### config.mk
export PLATFORM = sky130hd
export DESIGN_NAME = gate_truth_table_sweeper
export DESIGN_NICKNAME = d
export VERILOG_FILES = /design/src/rtl/gate_truth_table_sweeper.sv
export SDC_FILE = /design/constraint.sdc
export NUM_CORES = 1
export LEC_CHECK = 0
export CORE_ASPECT_RATIO = 0.8
export CORE_MARGIN = 1.5
export CORE_UTILIZATION = 48
export DETAILED_ROUTE_END_ITERATION = 8
export HOLD_SLACK_MARGIN = 0.02
export PLACE_DENSITY = 0.69
export SLEW_MARGIN = 10
export SYNTH_ARGS = -nofsm -noshare
export SYNTH_HDL_FRONTEND = slang
export SYNTH_SLANG_ARGS = --single-unit
### constraint.sdc
create_clock -name clock -period 3.1 [get_ports clock]
set_clock_uncertainty 0.05 [all_clocks]
set_input_delay 0.93 -clock clock [delete_from_list [all_inputs] [get_ports clock]]
set_output_delay 0.93 -clock clock [all_outputs]
set_load 0.02 [all_outputs]
### src/rtl/gate_truth_table_sweeper.sv
// Sweeps every input vector onto a gate network, compares two responses and keeps score.
// Optional continuous re-sweep when GATE_SWEEP_LOOP_EN is defined.
module gate_truth_table_sweeper #(
    parameter int unsigned N_INPUTS      = 2,
    parameter int unsigned STEP_CYCLES   = 13_500_000,
    parameter int unsigned SETTLE_CYCLES = 2
) (
    input  logic                clock,
    input  logic                reset,
    input  logic                start,
    input  logic                step,
    input  logic                auto_mode,
    input  logic                resp_a,
    input  logic                resp_b,
    output logic [N_INPUTS-1:0] stim,
    output logic                busy,
    output logic                done,
    output logic                pass,
    output logic [7:0]          mismatch_count,
    output logic                fail_valid,
    output logic [N_INPUTS-1:0] first_fail_vec
);

    localparam int unsigned CNT_W = (STEP_CYCLES > 2) ? $clog2(STEP_CYCLES) : 1;
    localparam logic [CNT_W-1:0]    HOLD_LAST   = CNT_W'(STEP_CYCLES - 1);
    localparam logic [CNT_W-1:0]    SETTLE_LAST = CNT_W'(SETTLE_CYCLES);
    localparam logic [N_INPUTS-1:0] LAST_VEC    = '1;

`ifdef GATE_SWEEP_LOOP_EN
    localparam bit LOOP_EN = 1'b1;
`else
    localparam bit LOOP_EN = 1'b0;
`endif

    typedef enum logic [2:0] {
        S_IDLE, S_DRIVE, S_SETTLE, S_SAMPLE, S_HOLD, S_DONE
    } state_t;

    state_t              r_state;
    state_t              w_state_next;
    logic                r_start_q;
    logic                r_step_q;
    logic [CNT_W-1:0]    r_cnt;
    logic [CNT_W-1:0]    w_cnt_next;
    logic [N_INPUTS-1:0] w_stim_next;
    logic [N_INPUTS-1:0] w_ffv_next;
    logic [7:0]          w_mm_next;
    logic                w_fv_next;
    logic                w_busy_next;
    logic                w_done_next;
    logic                w_pass_next;
    logic                w_start_edge;
    logic                w_step_edge;
    logic                w_leave_hold;

    assign w_start_edge = start & ~r_start_q;
    assign w_step_edge  = step & ~r_step_q;
    assign w_leave_hold = auto_mode ? (r_cnt >= HOLD_LAST) : w_step_edge;

    // State register
    always_ff @(posedge clock or negedge reset) begin
        if (!reset) r_state <= S_IDLE;
        else        r_state <= w_state_next;
    end

    // Next-state logic
    always_comb begin
        w_state_next = r_state;
        case (r_state)
            S_IDLE:   if (w_start_edge) w_state_next = S_DRIVE;
            S_DRIVE:  w_state_next = S_SETTLE;
            S_SETTLE: if (r_cnt >= SETTLE_LAST) w_state_next = S_SAMPLE;
            S_SAMPLE: w_state_next = S_HOLD;
            S_HOLD:   if (w_leave_hold) w_state_next = (stim == LAST_VEC) ? S_DONE : S_DRIVE;
            S_DONE: begin
                // In loop mode the DONE cycle doubles as the drive cycle of vector 0
                if (LOOP_EN)           w_state_next = S_SETTLE;
                else if (w_start_edge) w_state_next = S_DRIVE;
            end
            default:  w_state_next = S_IDLE;
        endcase
    end

    // Next values for the registered outputs and hold counter
    always_comb begin
        w_cnt_next  = (r_cnt == HOLD_LAST) ? r_cnt : r_cnt + CNT_W'(1);
        w_stim_next = stim;
        w_mm_next   = mismatch_count;
        w_fv_next   = fail_valid;
        w_ffv_next  = first_fail_vec;
        if ((r_state == S_IDLE || (r_state == S_DONE && !LOOP_EN)) && w_start_edge) begin
            w_stim_next = '0;
            w_mm_next   = 8'd0;
            w_fv_next   = 1'b0;
            w_ffv_next  = '0;
        end
        if (r_state == S_SAMPLE && resp_a != resp_b) begin
            if (mismatch_count != 8'hFF) w_mm_next = mismatch_count + 8'd1;
            if (!fail_valid) begin
                w_fv_next  = 1'b1;
                w_ffv_next = stim;
            end
        end
        if (r_state == S_HOLD && w_leave_hold) begin
            if (stim != LAST_VEC) w_stim_next = stim + N_INPUTS'(1);
            else if (LOOP_EN)     w_stim_next = '0;
        end
        if (w_state_next == S_DRIVE || (LOOP_EN && w_state_next == S_DONE)) w_cnt_next = '0;
        w_done_next = (w_state_next == S_DONE);
        w_busy_next = !(w_state_next == S_IDLE || (w_state_next == S_DONE && !LOOP_EN));
        w_pass_next = w_done_next && (w_mm_next == 8'd0);
    end

    // Edge detectors, hold counter and output registers
    always_ff @(posedge clock or negedge reset) begin
        if (!reset) begin
            r_start_q      <= 1'b0;
            r_step_q       <= 1'b0;
            r_cnt          <= '0;
            stim           <= '0;
            busy           <= 1'b0;
            done           <= 1'b0;
            pass           <= 1'b0;
            mismatch_count <= 8'd0;
            fail_valid     <= 1'b0;
            first_fail_vec <= '0;
        end else begin
            r_start_q      <= start;
            r_step_q       <= step;
            r_cnt          <= w_cnt_next;
            stim           <= w_stim_next;
            busy           <= w_busy_next;
            done           <= w_done_next;
            pass           <= w_pass_next;
            mismatch_count <= w_mm_next;
            fail_valid     <= w_fv_next;
            first_fail_vec <= w_ffv_next;
        end
    end

endmodule

==> flow_summary.ini <==
[timing]
rsz0062_at_grt = false
fmax_mhz = 353.9
hold_viol_final = 0
drv_slew = 0
holdWs_ps = 390.0
worst_slew_pin_slew_ps = 434.1
setup_viol = 0
fin_tns_setup_ps = 0
period_share = 0.9114
maxSlewHeadroom = 0.7068
period_minus_slack_ps = 2825

[die]
rows = 23
initial_core_util = 0.4947
core-area_sq_um = 4950
die_h_microns = 66.88
dieWidth_microns = 82.86
die_area_sq_um = 5541
io-pin-count = 23

[layout]
layout-drive-gt1-share = 0.08865
area.growth.synth_to_final_pct = 14.92
n_antenna_cell = 0
finalNetCount = 292

[logic_synthesis]
yosys.area.top_type = dfrtp_1
yosysSeqAreaShare = 0.4599
ys_warn_count = 0
synth_cell_type_count = 51
synth.most_common_cell = dfrtp_1
syn-num-nets = 266
synth-main-ff-cell = dfrtp_1
ys_async_sr_fraction = 1.000
synth-seq-cells = 45
synth_top_area_frac = 0.4599
synth_edf_count = 0
netlist_top_cells_count = 45 x dfrtp_1, 35 x nor2_1, 21 x nand2_1
yosys-top-cells-area = dfrtp_1 46%, nor2_1 5.4%, xor2_1 4.6%
synth.avg_cell_area_sq_um = 9.602
syn_area_sq_um = 2449
syn_inst = 255

[cts]
cts_buffer_depth = 2
ctsHoldBuffers = 0
numCtsBuffers = 5
cts_tree = built
cts_max_level = 2
clk_pin_slew_ps = 80
post_cts_buffers = 0
clk_latency_ps = 290
cts_num_sinks = 45
post_cts_resized = 0
clockRootBuffer = clkbuf_8

[power]
p_leak_nw = 1.257
powerDensity_nw_per_um2 = 614.6
vdd_drop_max_mv = 0.4600

[route]
drt_iter0_markers = 158
post_drt_wl_per_cell_microns = 14.47
first_pass_iters = 4
vias = 1928
wl_microns = 4976
drc = 0
antenna_left = 0
viasPerCell = 5.605

[flow_run]
max_cap_viol_count = 0

[place]
hpwl_microns = 3684
gp_congestion = 0.8847
io_buffers = 22

[setup_path]
worstSetupPathType = in2reg
critPathLaunchType = input pin
end_kind = flip-flop
critical_path_peak_fanout = 6
r2r_cells = 7
critPathArrivalTime_ps = 2970
crit_required_ps = 3240

[status]
status = completed

[global_routing]
grt_pass1_vias = 1727
antenna_found_initial = 0
overflow = 0
grt_pass1_wl_microns = 8542
grt.total_usage = 0.1954
grt_max_degree = 26

[worst_hold_path]
min-delay-path-class = in2async
[sequential cells by signal, indices dropped and copies added, names as in the netlist]
register        count
stim                2
mismatch_count      8
r_cnt              24
busy                1
done                1
r_state             3
r_step_q            1
pass                1
first_fail_vec      2
r_start_q           1
fail_valid          1
[worst max-delay path: stages]
cell	delay, ps
clkdlybuf4s50_1	410
xnor2_1	260
nor2_1	170
a21o_1	210
and3_1	190
or4_1	550
nor4_2	250
[final timing paths]
path | slack [ps] | startpoint | end
min in group clock | 460 | fail_valid$_DFF_PN0_ | fail_valid$_DFF_PN0_
min | 390 | reset | mismatch_count[1]$_DFF_PN0_
max in group asynchronous | 2100 | reset | r_cnt[2]$_DFFE_PN0P_
min reg2reg | 460 | fail_valid$_DFF_PN0_ | fail_valid$_DFF_PN0_
max | 270 | resp_b | pass$_DFF_PN0_
max reg2reg | 560 | mismatch_count[0]$_DFF_PN0_ | pass$_DFF_PN0_
[stage by stage]
step / power (mW) / worst slack (ps) / std cells / util / instance area, sq um
floorplan: 1.211 / 605.5 / 255 / - / 2449
global placement: 1.390 / 80.00 / 336 / 0.5518 / 2731
detailed placement: 1.399 / 1.261 / 336 / 0.5518 / 2731
CTS: 1.748 / 287.3 / 344 / 0.5685 / 2814
global route: 1.864 / 191.4 / 344 / 0.5685 / 2814
finish: 1.729 / 274.7 / 344 / 0.5685 / 2814
[layer usage]
| layer | up-vias | track usage | part of all wire |
|---|---|---|---|
| li1 | 967 | - | - |
| met1 | 928 | 0.3037 | 0.56 |
| met2 | 28 | 0.2663 | 0.39 |
| met3 | 5 | 0.04337 | 0.035 |
| met4 | 0 | 0.05625 | 0.0098 |
| met5 | - | 0 | 0 |
[cells in the final DEF (no fill, tap or decap), drive strengths merged, types with 9 or more instances in the layout]
cell	synthesis	final
xor2	13	13
o21ai	12	12
nor2	35	35
nand2	21	21
and3	9	9
dfrtp	45	45
clkdlybuf4s50	0	21
nand4	13	13
nand3	17	17
xnor2	11	11
[logic make-up (layout without fill, tap and decap cells)]
group                      count (synthesis)  in the layout  share of synthesized area
and+or+nand+nor                          130            130                     0.2897
buffers and inverters                     13             40                    0.03219
DFF                                       45             45                     0.4599
adders and majority gates                  4              4                    0.02044
xor gates and xnor gates                  24             24                    0.08585
muxes                                      3              3                    0.01226
AOI/OAI and AO/OA                         36             36                    0.09965
[power breakdown]
part	leakage, nW	total [mW]	internal, mW	switching [mW]
registers	0.604	0.835	0.688	0.147
logic	0.608	0.550	0.264	0.286
clock network	0.0450	0.344	0.156	0.188
[cell type report]
class | count | area, sq um
clock inverters | 2 | 10.01
clock buffers | 6 | 72.57
inverters | 5 | 18.77
multi-input cells | 197 | 1244
fillers | 471 | 2136
repair buffers | 27 | 265.3
well taps | 62 | 77.57
flip-flops and latches | 45 | 1126
(Power assumes the default switching activity.)
